## src/rtl/fir_decim_acc.sv

```systemverilog
`default_nettype none
// ============================================================================
// Module      : fir_decim_acc
// Description : Sums N consecutive valid samples and emits one widened sum per
//               window; sync restarts the window, ratio re-latches at bounds.
// Revision    : 1.0 - initial release
// ============================================================================
module fir_decim_acc #(
   parameter int DATA_WIDTH = 16,
   parameter int RATIO_W    = 8,
   parameter int OUT_WIDTH  = DATA_WIDTH + RATIO_W
) (
   input  logic                         clk_i,
   input  logic                         rst_n_i,
   input  logic                         cfg_en_i,
   input  logic [RATIO_W-1:0]           cfg_ratio_i,
   input  logic                         src_valid_i,
   input  logic signed [DATA_WIDTH-1:0] src_data_i,
   input  logic                         src_sync_i,
   output logic                         acc_valid_o,
   output logic signed [OUT_WIDTH-1:0]  acc_data_o,
   output logic [RATIO_W-1:0]           acc_cnt_o,
   output logic                         busy_o
);

   localparam logic [RATIO_W-1:0] c_ONE = {{(RATIO_W-1){1'b0}}, 1'b1};

   typedef enum logic [0:0] {
      ST_IDLE = 1'b0,
      ST_ACC  = 1'b1
   } state_t;

   state_t                       r_state;
   state_t                       w_state_next;
   logic [RATIO_W-1:0]           r_ratio;
   logic [RATIO_W-1:0]           r_cnt;
   logic signed [OUT_WIDTH-1:0]  r_acc;
   logic signed [OUT_WIDTH-1:0]  r_data;
   logic                         r_valid;

   logic [RATIO_W-1:0]           w_ratio_cfg;
   logic signed [OUT_WIDTH-1:0]  w_sample_ext;
   logic signed [OUT_WIDTH-1:0]  w_acc_next;
   logic                         w_last;

   // A programmed ratio of zero behaves as a ratio of one.
   assign w_ratio_cfg  = (cfg_ratio_i == '0) ? c_ONE : cfg_ratio_i;
   assign w_sample_ext = {{(OUT_WIDTH-DATA_WIDTH){src_data_i[DATA_WIDTH-1]}}, src_data_i};
   assign w_acc_next   = r_acc + w_sample_ext;
   assign w_last       = (r_cnt == (r_ratio - c_ONE));

   always_ff @(posedge clk_i or negedge rst_n_i) begin
      if (!rst_n_i) begin
         r_state <= ST_IDLE;
      end else begin
         r_state <= w_state_next;
      end
   end

   always_comb begin
      w_state_next = r_state;
      case (r_state)
         ST_IDLE: if (cfg_en_i)  w_state_next = ST_ACC;
         ST_ACC:  if (!cfg_en_i) w_state_next = ST_IDLE;
         default: w_state_next = ST_IDLE;
      endcase
   end

   always_ff @(posedge clk_i or negedge rst_n_i) begin
      if (!rst_n_i) begin
         r_ratio <= c_ONE;
         r_cnt   <= '0;
         r_acc   <= '0;
         r_data  <= '0;
         r_valid <= 1'b0;
      end else begin
         r_valid <= 1'b0;
         case (r_state)
            ST_IDLE: begin
               if (cfg_en_i) begin
                  r_ratio <= w_ratio_cfg;
                  r_acc   <= '0;
                  r_cnt   <= '0;
               end
            end
            ST_ACC: begin
               if (!cfg_en_i) begin
                  r_acc <= '0;
                  r_cnt <= '0;
               end else if (src_sync_i) begin
                  // Sync wins over a completing sample; the new window may start here.
                  r_ratio <= w_ratio_cfg;
                  if (src_valid_i && (w_ratio_cfg == c_ONE)) begin
                     r_data  <= w_sample_ext;
                     r_valid <= 1'b1;
                     r_acc   <= '0;
                     r_cnt   <= '0;
                  end else if (src_valid_i) begin
                     r_acc <= w_sample_ext;
                     r_cnt <= c_ONE;
                  end else begin
                     r_acc <= '0;
                     r_cnt <= '0;
                  end
               end else if (src_valid_i) begin
                  if (w_last) begin
                     r_data  <= w_acc_next;
                     r_valid <= 1'b1;
                     r_acc   <= '0;
                     r_cnt   <= '0;
                     r_ratio <= w_ratio_cfg;
                  end else begin
                     r_acc <= w_acc_next;
                     r_cnt <= r_cnt + c_ONE;
                  end
               end
            end
            default: begin
               r_acc <= '0;
               r_cnt <= '0;
            end
         endcase
      end
   end

   assign acc_valid_o = r_valid;
   assign acc_data_o  = r_data;
   assign acc_cnt_o   = r_cnt;
   assign busy_o      = (r_state == ST_ACC);

endmodule
`default_nettype wire

```

## config.mk

```make
export PLATFORM = sky130hd
export DESIGN_NAME = fir_decim_acc
export DESIGN_NICKNAME = d
export VERILOG_FILES = /design/src/rtl/fir_decim_acc.sv
export SDC_FILE = /design/constraint.sdc
export NUM_CORES = 1
export LEC_CHECK = 0
export BUFFER_PORTS_ARGS = -buffer_cell sky130_fd_sc_hd__buf_2
export CAP_MARGIN = 20
export CORE_UTILIZATION = 40
export DETAILED_ROUTE_END_ITERATION = 10
export PLACE_DENSITY = 0.56
export REMOVE_ABC_BUFFERS = 1
export SKIP_CTS_REPAIR_TIMING = 1
export SLEW_MARGIN = 20
export SYNTH_ARGS = -nofsm -noshare
export SYNTH_HDL_FRONTEND = slang
export SYNTH_SLANG_ARGS = --single-unit
```

## constraint.sdc

```tcl
create_clock -name clk_i -period 8.2 [get_ports clk_i]
set_input_delay 0 -clock clk_i [delete_from_list [all_inputs] [get_ports clk_i]]
set_output_delay 0 -clock clk_i [all_outputs]
set_load 0.1 [all_outputs]
```

==> parameters.txt <==
Parameter                              Value

Place
  Placer congestion estimate ... around 0.84
  Number of I/O port buffers ... a little over 60
  Placed Area ... 4880 sq um
  HPWL after DPL ... roughly 8000 microns
  Inst Count DP ... approximately 660
  Pre-CTS setup slack ... ~5000 ps

Synth
  EDFF count, synth ... 0
  Synth Warn # ... 0
  Synth Instances ... 479
  Dominant combinational cell family by area after synthesis ... compound AO/OA/AOI/OAI gates
  Synthesis-stage register bit count ... 66
  Library cell with the highest instance count after synthesis ... sky130_fd_sc_hd__dfrtp_1
  Biggest area consumer among synthesized cells ... sky130_fd_sc_hd__dfrtp_1
  Share of the synthesized area in the top cell type ... between 30% and 40%
  Commonest cells post-synth ... sky130_fd_sc_hd__dfrtp_1, sky130_fd_sc_hd__nand2_1, sky130_fd_sc_hd__o21ai_0
  Area fraction in compound gates after synthesis ... about a quarter
  Sequential share of the synthesized area ... a little under two fifths
  Top_reg_cell synth ... sky130_fd_sc_hd__dfrtp_1
  Share of synthesized flip-flops with an asynchronous set or reset ... 100%
  Top cells by area, synth ... sky130_fd_sc_hd__dfrtp_1, sky130_fd_sc_hd__ha_1, sky130_fd_sc_hd__o21ai_0
  Cell area after technology mapping ... 4450 sq um
  Simple-gate share of the synthesized area ... ~15%
  Xor/xnor cell area share of the yosys netlist ... under 10%
  Post-Syn Area per Cell ... 9.29 sq um
  Cell variety after synth ... 67
  Share of cell area taken by muxes after synthesis ... between 6 and 7%
  Adder-cell share of the synthesized area ... ~7.5%

Floorplanning
  Core footprint ... ~11,000 sq um
  X dimension of the die ... around 110 microns
  Die Y-Extent ... between 100 and 150 microns
  Starting Density ... 41.1%
  Row count ... 38
  Die ar. ... around 12,000 sq um
  Io pins ... between 60 and 70

Routing
  Routed via count ... between 3,000 and 4,000
  Initial DRT Pass Iterations ... 8
  Average wire per standard cell ... between 15 and 20 microns
  Final routed wirelength across all metal layers ... between 10,000 and 15,000 microns
  Initial DRC count ... around 190
  Count of antenna-violating nets left after detailed routing ... 0
  Number of vias per cell after detailed routing ... approximately 5.6
  DR DRC count ... 2

Global route
  Number of global-route vias before repair ... 3,583
  Antenna violations before repair ... 0
  Sum of overflow across all layers after global routing ... 0
  Wire length of the first global-routing pass ... 18,500 microns
  GRT Util Overall ... between 20 and 25%
  Largest net degree at the start of global routing ... 67

Critical path
  Nature of the critical path endpoint ... flop
  Endpoint arrival time on the critical path ... about 3400 ps
  Worst stage delay on the critical path ... about 580 ps
  Critical R2R Capture ... r_ratio[7]
  Critical path, cell by cell ... inv_1 -> ha_1 -> nor3b_1 -> xnor2_1 -> o2111ai_2 -> nor4_4 -> a21oi_1 -> nor2b_1 -> mux2_2
  Data required time at the worst endpoint ... 8440 ps
  Crit path max-delay family ... simple AND/OR/NAND/NOR gates
  Critical path origin ... r_ratio[0]
  Capturing element of the worst setup path ... r_ratio[7]
  Buffer and inverter count on the worst path ... 1
  Worst-path fanout max ... 8
  Slowest-stage cell, CP ... sky130_fd_sc_hd__nor2b_1
  Crit Path Class ... flop to flop
  R2R depth ... 9
  Register-to-register setup slack ... approximately 5000 ps
  Launching point of the worst reg2reg path ... r_ratio[0]
  Cell count along the critical path ... 9
  Startpoint type of the worst setup path ... flop

STA
  Final number of hold-violating endpoints ... 0
  Highest Clock Rate ... roughly 310 MHz
  Worst slew pin tran ... ~1100 ps
  Unrepaired setup endpoints after global routing ... no
  Final worst path period need ... approximately 3200 ps
  Smallest hold slack ... 23.6 ps
  Slew margin rel. ... 28.7%
  Period utilization ... about two fifths
  Slack of the critical path ... 5000 ps
  Max Slew Vio Count ... 0
  Setup total negative slack ... 0 ps
  Setup Viol. Count Final ... 0
  Worst setup skew after layout ... ~16 ps

Power and ir drop
  Net Sw Frac ... a little over a third
  Max rail drop VDD ... around 0.10 mV
  PD cells ... between 150 and 200 nW/um^2
  Internal ... 585 uW
  Total leakage power ... 2.49 nW
  Fraction of power consumed by combinational cells ... between 20% and 30%
  Clock Power Share ... between 30% and 40%
  Part of the power in registers ... just under 40%
  Sw Pwr ... between 300 and 400 uW

Clocking
  Clock root cell ... sky130_fd_sc_hd__clkbuf_8
  Clock tree from TritonCTS ... built
  Bufs on Longest Clock Path ... 2
  Reg clk slew, reported paths ... about 90 ps
  Clock buffers created by TritonCTS ... 9
  H-tree levels ... 3
  CTS sink cnt ... between 60 and 70
  Skew-Pair Late Insertion Delay ... around 350 ps

Hold path
  Worst hold path class ... primary input to flop

Final layout
  Non-Filler Cell Area, Final ... about 5300 sq um
  Share of final-layout standard cells stronger than drive strength 1 ... about a fifth
  Final standard cell count with taps included and fillers excluded ... 702
  # nets final ... between 600 and 700
  Layout area overhead ... 19.1%
  # diodes ... 0

Run status
  Outcome ... finished, violations left
  Violations in the final reports ... DRC

Flow run
  Max Cap Viol ... 0
## registers in the layout (all words and copies together), names as in the netlist
register,cells
acc_data_o,24
acc_cnt_o,8
acc_valid_o,1
r_ratio,8
busy_o,1
r_acc,24
## worst min-delay path, stage by stage
cell,delay [ps]
sky130_fd_sc_hd__buf_2,110
sky130_fd_sc_hd__nand2_1,70
sky130_fd_sc_hd__o221ai_1,130
## power by group through the flow
stage          Sequential [mW]  Combinational [mW]  Clock [mW]
2_1_floorplan            0.422               0.138           0
3_3_place_gp             0.371               0.255           0
3_5_place_dp             0.372               0.258           0
4_1_cts                  0.365               0.259       0.296
5_1_grt                  0.368               0.290       0.311
6_report                 0.365               0.266       0.287
## layer usage
layer	up-vias	track usage (%)	share of wire (%)
met4	0	9.30	2.5
met1	1923	29.8	51
met2	78	30.5	43
li1	1945	-	-
met5	-	0	0
met3	19	3.15	2.9
## cells by family (layout without fill, tap and decap cells)
group,Yosys count,count (layout)
buf+inv,28,111
flops,66,66
xor+xnor,33,33
mux,25,25
fa+ha+maj,26,26
simple gates,132,132
compound gates,169,169
## layout make-up
type                            count  area, sq um
Sequential cell                    66         1650
Clock inverter                      6         66.3
Multi-Input combinational cell    385         2690
Fill cell                        1053         5540
Timing Repair Buffer               86          546
Inverter                            9         33.8
Tap cell                          140          175
Clock buffer                       10          138
## placed cells by master (no fill, tap or decap), types with 3 or more instances in the layout
cell | netlist | final
sky130_fd_sc_hd__buf_2 | 2 | 62
sky130_fd_sc_hd__a21o_1 | 6 | 6
sky130_fd_sc_hd__dfrtp_1 | 65 | 65
sky130_fd_sc_hd__o211ai_1 | 9 | 9
sky130_fd_sc_hd__a221o_1 | 4 | 4
sky130_fd_sc_hd__o31ai_1 | 9 | 9
sky130_fd_sc_hd__nor2_1 | 18 | 18
sky130_fd_sc_hd__mux2_2 | 20 | 20
sky130_fd_sc_hd__xnor2_1 | 14 | 14
sky130_fd_sc_hd__nand3_1 | 13 | 13
sky130_fd_sc_hd__and3_1 | 8 | 8
sky130_fd_sc_hd__nor2b_1 | 6 | 6
sky130_fd_sc_hd__ha_1 | 25 | 25
sky130_fd_sc_hd__o21ai_0 | 48 | 48
sky130_fd_sc_hd__a211oi_1 | 3 | 3
sky130_fd_sc_hd__mux2i_1 | 5 | 5
sky130_fd_sc_hd__nand2_1 | 58 | 58
sky130_fd_sc_hd__o21a_1 | 13 | 13
sky130_fd_sc_hd__inv_1 | 9 | 9
sky130_fd_sc_hd__xor2_1 | 19 | 19
sky130_fd_sc_hd__nand4_1 | 3 | 3
sky130_fd_sc_hd__a22oi_1 | 12 | 12
sky130_fd_sc_hd__clkbuf_8 | 0 | 10
sky130_fd_sc_hd__dlygate4sd3_1 | 0 | 22
sky130_fd_sc_hd__clkinv_4 | 0 | 3
sky130_fd_sc_hd__and2_1 | 3 | 3
sky130_fd_sc_hd__nor3_1 | 9 | 9
sky130_fd_sc_hd__a21oi_1 | 34 | 34
## per-stage QoR
step                      util (%)  power [mW]
after floorplan                  -       0.559
after global placement        45.0       0.626
after detailed placement      45.0       0.629
after CTS                     46.9       0.920
after global routing          48.9       0.970
final                         48.9       0.918
## worst min-delay path by stage
stage	startpoint	depth (start not counted)	slack, ps	end
final	src_data_i[0]	3	20	r_acc[0]
after global routing	src_data_i[0]	3	60	r_acc[0]
after CTS	cfg_en_i	1	-170	busy_o
after detailed placement	cfg_en_i	1	210	busy_o
after global placement	cfg_en_i	1	210	busy_o
after floorplan	rst_n_i	0	-300	acc_cnt_o[0]
Note: power is estimated with default switching activity, not from simulation.
